==> config.mk <==
export PLATFORM = sky130hd
export DESIGN_NAME = if_fetch_ctrl
export DESIGN_NICKNAME = d
export VERILOG_FILES = /design/src/rtl/if_fetch_ctrl.sv
export SDC_FILE = /design/constraint.sdc
export NUM_CORES = 1
export LEC_CHECK = 0
export ABC_AREA = 1
export CORE_MARGIN = 4
export CORE_UTILIZATION = 53
export DETAILED_ROUTE_END_ITERATION = 10
export GPL_TIMING_DRIVEN = 0
export PLACE_DENSITY_LB_ADDON = 0.1
export REMOVE_ABC_BUFFERS = 1
export SKIP_LAST_GASP = 1
export SLEW_MARGIN = 20
export SYNTH_ARGS = -nofsm -noshare
export SYNTH_HDL_FRONTEND = slang
export SYNTH_SLANG_ARGS = --single-unit
==> constraint.sdc <==
create_clock -name clk -period 3 [get_ports clk]
set_input_delay 0.9 -clock clk [delete_from_list [all_inputs] [get_ports clk]]
set_output_delay 0.9 -clock clk [all_outputs]
set_load 0.005 [all_outputs]
==> src/rtl/if_fetch_ctrl.sv <==
// ---------------------------------------------------------------------------
// if_fetch_ctrl
//   Fetch sequencer in front of the two-stage IF pipeline. It owns the program
//   counter and issues word-aligned requests to instruction memory over a
//   req/gnt/rvalid protocol. Granted fetches are tracked in an in-order slot
//   queue, and the head slot is presented as {pc, pc+4, instruction} to IF2
//   with a valid/ready handshake. A redirect flushes every slot. The number of
//   responses still owed by memory is remembered so that stale instructions
//   are discarded.
//
// Ports
//   clk, rst_n            clock, asynchronous active-low reset
//   redirect_valid_i/pc_i redirect request and target (low two bits ignored)
//   imem_req_o/addr_o     memory request and word-aligned address
//   imem_gnt_i            request accepted this cycle
//   imem_rvalid_i/rdata_i in-order response and instruction word
//   inst_valid_o/ready_i  head-slot handshake towards IF2
//   inst_o, inst_pc_o, inst_pc_plus4_o  head slot contents (zero when empty)
// ---------------------------------------------------------------------------

// Flags a memory response that matches no outstanding or discarded fetch.
module if_fetch_ctrl_chk (
  input  logic clk,
  input  logic rst_n,
  input  logic i_rvalid,
  input  logic i_drop_zero,
  input  logic i_unfilled_zero
);
  property p_no_orphan_rsp;
    @(posedge clk) disable iff (!rst_n)
      !(i_rvalid && i_drop_zero && i_unfilled_zero);
  endproperty

  a_no_orphan_rsp: assert property (p_no_orphan_rsp)
    else $error("if_fetch_ctrl: imem response with no outstanding fetch");
endmodule

module if_fetch_ctrl #(
  parameter int                    DATA_WIDTH      = 32,
  parameter logic [DATA_WIDTH-1:0] RESET_PC        = {DATA_WIDTH{1'b0}},
  parameter int                    MAX_OUTSTANDING = 2
) (
  input  logic                  clk,
  input  logic                  rst_n,
  input  logic                  redirect_valid_i,
  input  logic [DATA_WIDTH-1:0] redirect_pc_i,
  output logic                  imem_req_o,
  output logic [DATA_WIDTH-1:0] imem_addr_o,
  input  logic                  imem_gnt_i,
  input  logic                  imem_rvalid_i,
  input  logic [DATA_WIDTH-1:0] imem_rdata_i,
  output logic                  inst_valid_o,
  input  logic                  inst_ready_i,
  output logic [DATA_WIDTH-1:0] inst_o,
  output logic [DATA_WIDTH-1:0] inst_pc_o,
  output logic [DATA_WIDTH-1:0] inst_pc_plus4_o
);
  // Queue depth is 2..4, so a 2-bit pointer and a 3-bit count always suffice.
  localparam int PTR_W = (MAX_OUTSTANDING > 2) ? 2 : 1;
  localparam int CNT_W = (MAX_OUTSTANDING > 3) ? 3 : 2;
  localparam logic [CNT_W-1:0] MAX_CNT  = CNT_W'(MAX_OUTSTANDING);
  localparam logic [PTR_W-1:0] LAST_IDX = PTR_W'(MAX_OUTSTANDING - 1);

  localparam logic [1:0] ST_BOOT  = 2'd0;
  localparam logic [1:0] ST_FETCH = 2'd1;
  localparam logic [1:0] ST_DRAIN = 2'd2;

  logic [1:0]            r_state;
  logic [DATA_WIDTH-1:0] r_pc_q;
  logic [DATA_WIDTH-1:0] r_slot_pc   [MAX_OUTSTANDING];
  logic [DATA_WIDTH-1:0] r_slot_inst [MAX_OUTSTANDING];
  logic [MAX_OUTSTANDING-1:0] r_slot_filled;
  logic [PTR_W-1:0]      r_head;
  logic [PTR_W-1:0]      r_tail;
  logic [PTR_W-1:0]      r_fill;
  logic [CNT_W-1:0]      r_alloc_cnt;
  logic [CNT_W-1:0]      r_unfilled_cnt;
  logic [CNT_W-1:0]      r_drop_cnt;

  logic                  w_head_filled;
  logic                  w_pop;
  logic                  w_req;
  logic                  w_grant;
  logic                  w_fill;
  logic [CNT_W-1:0]      w_drop_redir;
  logic                  w_unused;

  // Circular increment; the queue depth need not be a power of two.
  function automatic logic [PTR_W-1:0] ptr_inc(input logic [PTR_W-1:0] p);
    ptr_inc = (p == LAST_IDX) ? {PTR_W{1'b0}} : p + PTR_W'(1);
  endfunction

  // Handshake, request and drop-count decode for the current cycle.
  always_comb begin
    w_head_filled = r_slot_filled[r_head];
    w_pop         = w_head_filled && !redirect_valid_i && inst_ready_i;
    w_req         = (r_state == ST_FETCH) && ((r_alloc_cnt < MAX_CNT) || w_pop)
                    && !redirect_valid_i;
    w_grant       = w_req && imem_gnt_i;
    // Accepted responses fill the oldest unfilled slot; a response in a
    // redirect cycle belongs to a flushed fetch and is counted out instead.
    w_fill        = imem_rvalid_i && (r_drop_cnt == {CNT_W{1'b0}})
                    && (r_unfilled_cnt != {CNT_W{1'b0}}) && !redirect_valid_i;
    // drop + unfilled never exceeds the depth: unfilled is zero while draining.
    w_drop_redir  = r_drop_cnt + r_unfilled_cnt;
    if (imem_rvalid_i && (w_drop_redir != {CNT_W{1'b0}})) begin
      w_drop_redir = w_drop_redir - CNT_W'(1);
    end else begin
      w_drop_redir = w_drop_redir;
    end
  end

  assign w_unused        = ^redirect_pc_i[1:0];
  assign imem_req_o      = w_req;
  assign imem_addr_o     = r_pc_q;
  assign inst_valid_o    = w_head_filled && !redirect_valid_i;
  assign inst_o          = w_head_filled ? r_slot_inst[r_head] : {DATA_WIDTH{1'b0}};
  assign inst_pc_o       = w_head_filled ? r_slot_pc[r_head]   : {DATA_WIDTH{1'b0}};
  assign inst_pc_plus4_o = w_head_filled ? (r_slot_pc[r_head] + DATA_WIDTH'(4))
                                         : {DATA_WIDTH{1'b0}};

  // Sequencer state: PC, queue pointers/counts, discard counter and FSM.
  always_ff @(posedge clk or negedge rst_n) begin
    if (!rst_n) begin
      r_state        <= ST_BOOT;
      r_pc_q         <= RESET_PC;
      r_head         <= {PTR_W{1'b0}};
      r_tail         <= {PTR_W{1'b0}};
      r_fill         <= {PTR_W{1'b0}};
      r_alloc_cnt    <= {CNT_W{1'b0}};
      r_unfilled_cnt <= {CNT_W{1'b0}};
      r_drop_cnt     <= {CNT_W{1'b0}};
    end else if (redirect_valid_i) begin
      r_pc_q         <= {redirect_pc_i[DATA_WIDTH-1:2], 2'b00};
      r_head         <= {PTR_W{1'b0}};
      r_tail         <= {PTR_W{1'b0}};
      r_fill         <= {PTR_W{1'b0}};
      r_alloc_cnt    <= {CNT_W{1'b0}};
      r_unfilled_cnt <= {CNT_W{1'b0}};
      r_drop_cnt     <= w_drop_redir;
      r_state        <= (w_drop_redir != {CNT_W{1'b0}}) ? ST_DRAIN : ST_FETCH;
    end else begin
      case (r_state)
        ST_BOOT: begin
          r_state <= ST_FETCH;
        end
        ST_FETCH: begin
          if (w_grant) begin
            r_pc_q <= r_pc_q + DATA_WIDTH'(4);
            r_tail <= ptr_inc(r_tail);
          end
          if (w_pop) begin
            r_head <= ptr_inc(r_head);
          end
          if (w_fill) begin
            r_fill <= ptr_inc(r_fill);
          end
          r_alloc_cnt    <= r_alloc_cnt + CNT_W'(w_grant) - CNT_W'(w_pop);
          r_unfilled_cnt <= r_unfilled_cnt + CNT_W'(w_grant) - CNT_W'(w_fill);
        end
        ST_DRAIN: begin
          if (imem_rvalid_i && (r_drop_cnt != {CNT_W{1'b0}})) begin
            r_drop_cnt <= r_drop_cnt - CNT_W'(1);
            if (r_drop_cnt == CNT_W'(1)) begin
              r_state <= ST_FETCH;
            end
          end
        end
        default: begin
          r_state <= ST_BOOT;
        end
      endcase
    end
  end

  // Slot storage: allocate on grant, fill on response, free on pop or flush.
  always_ff @(posedge clk or negedge rst_n) begin
    if (!rst_n) begin
      r_slot_filled <= {MAX_OUTSTANDING{1'b0}};
      for (int i = 0; i < MAX_OUTSTANDING; i++) begin
        r_slot_pc[i]   <= {DATA_WIDTH{1'b0}};
        r_slot_inst[i] <= {DATA_WIDTH{1'b0}};
      end
    end else if (redirect_valid_i) begin
      r_slot_filled <= {MAX_OUTSTANDING{1'b0}};
    end else begin
      if (w_pop) begin
        r_slot_filled[r_head] <= 1'b0;
      end
      if (w_grant) begin
        r_slot_pc[r_tail]     <= r_pc_q;
        r_slot_filled[r_tail] <= 1'b0;
      end
      if (w_fill) begin
        r_slot_inst[r_fill]   <= imem_rdata_i;
        r_slot_filled[r_fill] <= 1'b1;
      end
    end
  end

  if_fetch_ctrl_chk u_chk (
    .clk             (clk),
    .rst_n           (rst_n),
    .i_rvalid        (imem_rvalid_i),
    .i_drop_zero     (r_drop_cnt == {CNT_W{1'b0}}),
    .i_unfilled_zero (r_unfilled_cnt == {CNT_W{1'b0}})
  );
endmodule

# Yosys cells after proc, flatten, opt, wreduce, memory -nomap -nowiden

Cells that the tools add are included.

Register bits after elaboration: 173
Input port bits: 70
Output and inout bits: 130
Logic and storage cells: 145

Add/sub/neg operators: 12
Order comparisons: 12
Eq/ne operators: 6
Multiplexer cells: 57
Bitwise gates (word level): 9
Reductions and logical operators: 36

Operators by type and width:

| cell                                                       | number |
|---|---|
| two-way mux 32 bit                                         | 14 |
| bitwise mux 64 bit                                         | 2 |
| adder 32 x 3 -> 32 bit, second input constant              | 2 |
| demux 32 bit (select 1 bit)                                | 2 |
| two-way mux 2 bit                                          | 18 |
| nonzero test 2 bit                                         | 10 |
| two-way mux 1 bit                                          | 17 |
| logical AND 1 bit                                          | 15 |
| AND reduction 2 bit                                        | 6 |
| >= comparator 2 bit, second input constant                 | 3 |
| less-than comparator 1 x 2 -> 1 bit, second input constant | 3 |
| inequality test 3 bit, second input constant               | 2 |
| NOT 1 -> 2 bit                                             | 3 |
| case mux 2 bit (3 select lines)                            | 1 |
| adder 2 x 1 -> 2 bit                                       | 2 |
| AND 2 bit                                                  | 2 |
| equality test 2 x 1 -> 1 bit, second input constant        | 2 |
| zero test 2 bit                                            | 2 |
| less-than comparator 2 x 1 -> 1 bit, second input constant | 2 |
| NOT 2 bit                                                  | 2 |
| subtractor 2 x 1 -> 2 bit                                  | 2 |
| subtractor 2 x 1 -> 2 bit, second input constant           | 2 |
| adder 1 bit, second input constant                         | 3 |
| demux 1 bit (select 1 bit)                                 | 3 |
| 10 further kinds                                           | 12 |

# Longest topological paths before layout

Depth after elaboration: 14
Mapped depth: 13
Mapped depth without buffers: 13

# Worst setup path before layout

OpenSTA, ideal clock, no wires.

Path kind: reg2out
Start point: register r_head
End point: output port inst_pc_plus4_o[16]
Arrival: 1.719 ns
Required time: 2.100 ns
Setup slack: 0.381 ns
Cell stages (with the launch flop): 11
Path buffers: 1
Path through: dfrtp_1 buf_6 o21ai_0 inv_1 ha_1 inv_1 nor2_2 nand3_1 nor2_1 xor2_1 nor2_1

Longest elaborated chain between the ends: 6
Elaborated cells between the ends (all ways): 8
Those cells by class: add/sub: 1; mux: 6; bitwise: 1

Ends and longest elaborated chain:

| what                                                  | RTL line | RTL |
|---|---|---|
| start, declared                                       | 73       | `logic [PTR_W-1:0] r_head;` |
| start signal, assigned                                | 127      | `r_head <= {PTR_W{1'b0}};` |
| start signal, assigned                                | 135      | `r_head <= {PTR_W{1'b0}};` |
| start signal, assigned                                | 153      | `r_head <= ptr_inc(r_head);` |
| NOT 1 -> 2 bit (implied by the code)                  | 119      | `assign inst_pc_plus4_o = w_head_filled ? (r_slot_pc[r_head] + DATA_WIDTH'(4))` |
| two-way mux 32 bit (implied by the code) (3 in a row) | 119      |  |
| adder 32 x 3 -> 32 bit                                | 119      |  |
| two-way mux 32 bit *                                  | 119      |  |
| end, declared                                         | 56       | `output logic [DATA_WIDTH-1:0] inst_pc_plus4_o` |

Mark *: on every way between the ends. The rest lies on a longest branch, timed or not. The select of a mux whose other input is x is not followed.

# Worst setup path in the final report

Start point: register r_head
End point: output port inst_pc_plus4_o[20]

Same word-level chain as after synthesis.

==> impl_metrics.json <==
{
  "outcome": "finished, violations left",
  "failed_checks": "negative setup slack",
  "die_h_um": 144.6,
  "routedWlPerCell_um": 17.47,
  "slew_viol_final": 0,
  "relSlewSlack_pct": 40.63,
  "utilization_pct": 79.94,
  "synthesis.area_mm2": 0.009889,
  "drt-vias-per-instance": 5.472,
  "hold_viol_final": 0,
  "final_common_cell": "nand2_1",
  "grt_max_degree": 97,
  "layout_common_cells": "501 x nand2_1, 166 x dfrtp_1, 133 x inv_1",
  "ys_warn_count": 0,
  "dr.first_iter.drc_count": 922,
  "placementRows": 49,
  "synth.distinct_cells": 35,
  "final_nets": 1823,
  "route.detailed.drc": 0,
  "finalWorstSetupSlack_ns": -0.3953,
  "p_per_area_mw_per_mm2": 578.6,
  "die_x_um": 144.6,
  "fillers": 1228,
  "worstSetupPathType": "flop to primary output",
  "fin_worst_skew_ns": 0.01238,
  "diodes": 0,
  "setup_violations": 53,
  "grt_pass1_vias": 10327,
  "grt_first_pass_wirelength_um": 52340,
  "avgSynthCellArea_um2": 6.687,
  "antenna_found_initial": 0,
  "hold_path.class": "input port to asynchronous set/reset pin",
  "top_usage_layer": "met2",
  "max-clock-path-buffers": 2,
  "worstPathArrival_ns": 2.50,
  "peakVddDrop_v": 0.0004724,
  "finalCriticalPeriod_ns": 3.395,
  "grt_use_met2_pct": 51.28,
  "final_area_mm2": 0.01451,
  "num_vias": 10856,
  "die-area_mm2": 0.02091,
  "numClockSinks": 167,
  "cts-hold-fix-buffers": 0,
  "cts_buffers": 17,
  "gp_congestion": 0.9842,
  "comb_power_share_pct": 34.9,
  "r2r_start": "r_head$_DFFE_PN0P_",
  "reg2regPathDepth": 13,
  "multiInputGateArea_mm2": 0.005698,
  "cts_tree": "yes",
  "drive_above_1_share_pct": 25.81,
  "power.switching_uw": 3177,
  "required_ns": 2.10,
  "syn_inst": 1479,
  "ff_latch_area_mm2": 0.004183,
  "switching_share_pct": 37.85,
  "io_pins": 200,
  "routed_wl_um": 34650,
  "rsz0062_at_grt": "yes",
  "dpl.hpwl_um": 19470,
  "grt_usage_pct": 31.87,
  "antenna_left": 0,
  "h-tree-depth": 4,
  "clk_pin_slew_worst_paths_ns": 0.07,
  "place_area_mm2": 0.01188,
  "grt.overflow.total": 0,
  "critPathLaunchType": "flop",
  "insertion_delay_ns": 0.44,
  "ys_seq_elements": 167,
  "core_mm2": 0.01815,
  "reg2reg_slack_ns": 0.11,
  "total_leakage_power_uw": 0.007467,
  "timing.fmax_ghz": 0.2945,
  "met3_usage_pct": 5.919,
  "r2r-end": "r_slot_pc[34]$_DFFE_PN0P_",
  "io_buffers": 191,
  "cp_max_fo": 7,
  "endpoint_kind": "primary output",
  "post-route-period-util_pct": 113.2,
  "start_util_pct": 54.50,
  "tightest_slew_ns": 0.8885,
  "syn2layout_area_growth_pct": 46.69,
  "ys_seq_area_share_pct": 42.26,
  "p_int_uw": 5216,
  "grt_use_met1_pct": 43.20,
  "p_seq_share_pct": 37.1,
  "clockRootBuffer": "clkbuf_16",
  "max-cap-violations": 0,
  "power_frac_clock_pct": 28.0,
  "dr.pass1.iters": 6
}
-- through the flow --
step / hold WS [ns] / power [uW] / setup TNS (ns) / worst slack (ns) / std cells
5_1_grt: 0.5001 / 8833 / -13.53 / -0.4478 / 1984
3_5_place_dp: 0.4584 / 5056 / -73.54 / -1.057 / 1845
2_1_floorplan: 0.4422 / 4282 / -156.69 / -1.334 / 1420
6_report: 0.4544 / 8394 / -9.487 / -0.3953 / 1984
4_1_cts: 0.4747 / 7939 / -8.488 / -0.2955 / 1963
3_3_place_gp: 0.4542 / 5007 / -1717.51 / -5.825 / 1840
-- power groups by stage --
stage | Sequential, uW | Combinational (uW) | Clock (uW)
3_3_place_gp | 3060 | 1950 | 0
2_1_floorplan | 3000 | 1280 | 0
6_report | 3110 | 2930 | 2350
4_1_cts | 3060 | 2530 | 2350
5_1_grt | 3160 | 3200 | 2470
3_5_place_dp | 3070 | 1990 | 0
-- registers in the layout, summed over array words and instances, names as in the netlist --
| signal | count |
|---|---|
| r_slot_filled | 2 |
| r_unfilled_cnt | 2 |
| r_fill | 1 |
| r_alloc_cnt | 2 |
| r_drop_cnt | 2 |
| r_head | 1 |
| r_slot_inst | 64 |
| r_slot_pc | 60 |
| imem_addr_o | 30 |
| r_state | 2 |
| r_tail | 1 |
-- repair_timing --
| action | 4_1_cts | 5_1_grt |
|---|---|---|
| pin swaps | 88 | 48 |
| setup endpoints to repair | 107 | 86 |
| cloned | 11 | 0 |
| setup buffers | 76 | 24 |
| resized for setup | 455 | 226 |
-- layer usage --
metal | share of wire (%) | vias up
met5 | 0 | -
met4 | 3.9 | 0
met3 | 8.0 | 112
met2 | 47 | 565
met1 | 41 | 5096
li1 | - | 5083
-- area by class of cell --
class / instances / share of cell area, %
clock buffer: 18 / 3.027
clock inverter: 13 / 1.294
inverter: 169 / 4.752
multi-input combinational: 1084 / 39.28
sequential: 167 / 28.83
tap: 229 / 1.975
timing repair buffer: 300 / 20.42
timing repair inverter: 4 / 0.4140
-- how the worst max path moves through the flow --
stage	from	endpoint	cells past startpoint
floorplan	r_head$_DFFE_PN0P_	inst_pc_plus4_o[9]	5
global route	r_head$_DFFE_PN0P_	inst_pc_plus4_o[20]	14
finish	r_head$_DFFE_PN0P_	inst_pc_plus4_o[20]	14
detailed placement	r_head$_DFFE_PN0P_	inst_pc_plus4_o[12]	11
global placement	rst_n	r_slot_pc[45]$_DFFE_PN0P_	1
CTS	r_head$_DFFE_PN0P_	inst_pc_plus4_o[20]	15
-- Yosys cell counts --
cell type,number,area [um^2]
nand2_1,606,2275
dfrtp_1,167,4179
inv_1,163,611.8
nor2_1,154,578.1
o21ai_0,81,405.4
nand3_1,68,340.3
o21ai_1,64,320.3
clkbuf_1,23,86.33
a21oi_1,20,100.1
xor2_1,18,157.7
nor3_1,17,85.08
buf_2,14,70.07
buf_6,11,123.9
buf_4,10,75.07
ha_1,10,125.1
nor2_2,10,62.56
buf_1,6,22.52
nand2_2,6,37.54
inv_2,4,15.01
o21ai_2,4,35.03
a22oi_1,3,22.52
nand2_4,3,33.78
or2_2,3,18.77
nand3b_1,2,15.01
nand4_1,2,12.51
a31oi_1,1,6.260
and2_1,1,6.260
conb_1,1,3.750
inv_4,1,6.260
inv_6,1,8.760
nand3_2,1,10.01
nand3_4,1,17.52
nor3b_1,1,7.510
o21bai_1,1,7.510
o31ai_1,1,7.510
-- critical path, stage by stage (launching register included) --
cell,delay [ns]
dfrtp_4,0.51
buf_12,0.19
inv_16,0.09
nand2_8,0.06
nand2_8,0.07
ha_4,0.16
inv_4,0.05
nor2_4,0.15
nand3_4,0.14
buf_6,0.16
nor2_4,0.09
nand4_1,0.11
nand2_1,0.10
nor2_2,0.04
buf_2,0.14
-- logic make-up after synthesis --
family                   share of synthesized area, %
buffers and inverters                           10.31
flip-flops                                      42.26
adder cells (fa/ha/maj)                         1.265
AO/OA/AOI/OAI                                   9.147
AND/OR/NAND/NOR                                 35.39
XOR/XNOR                                        1.594
other                                         0.03792
(Power assumes the default switching activity.)
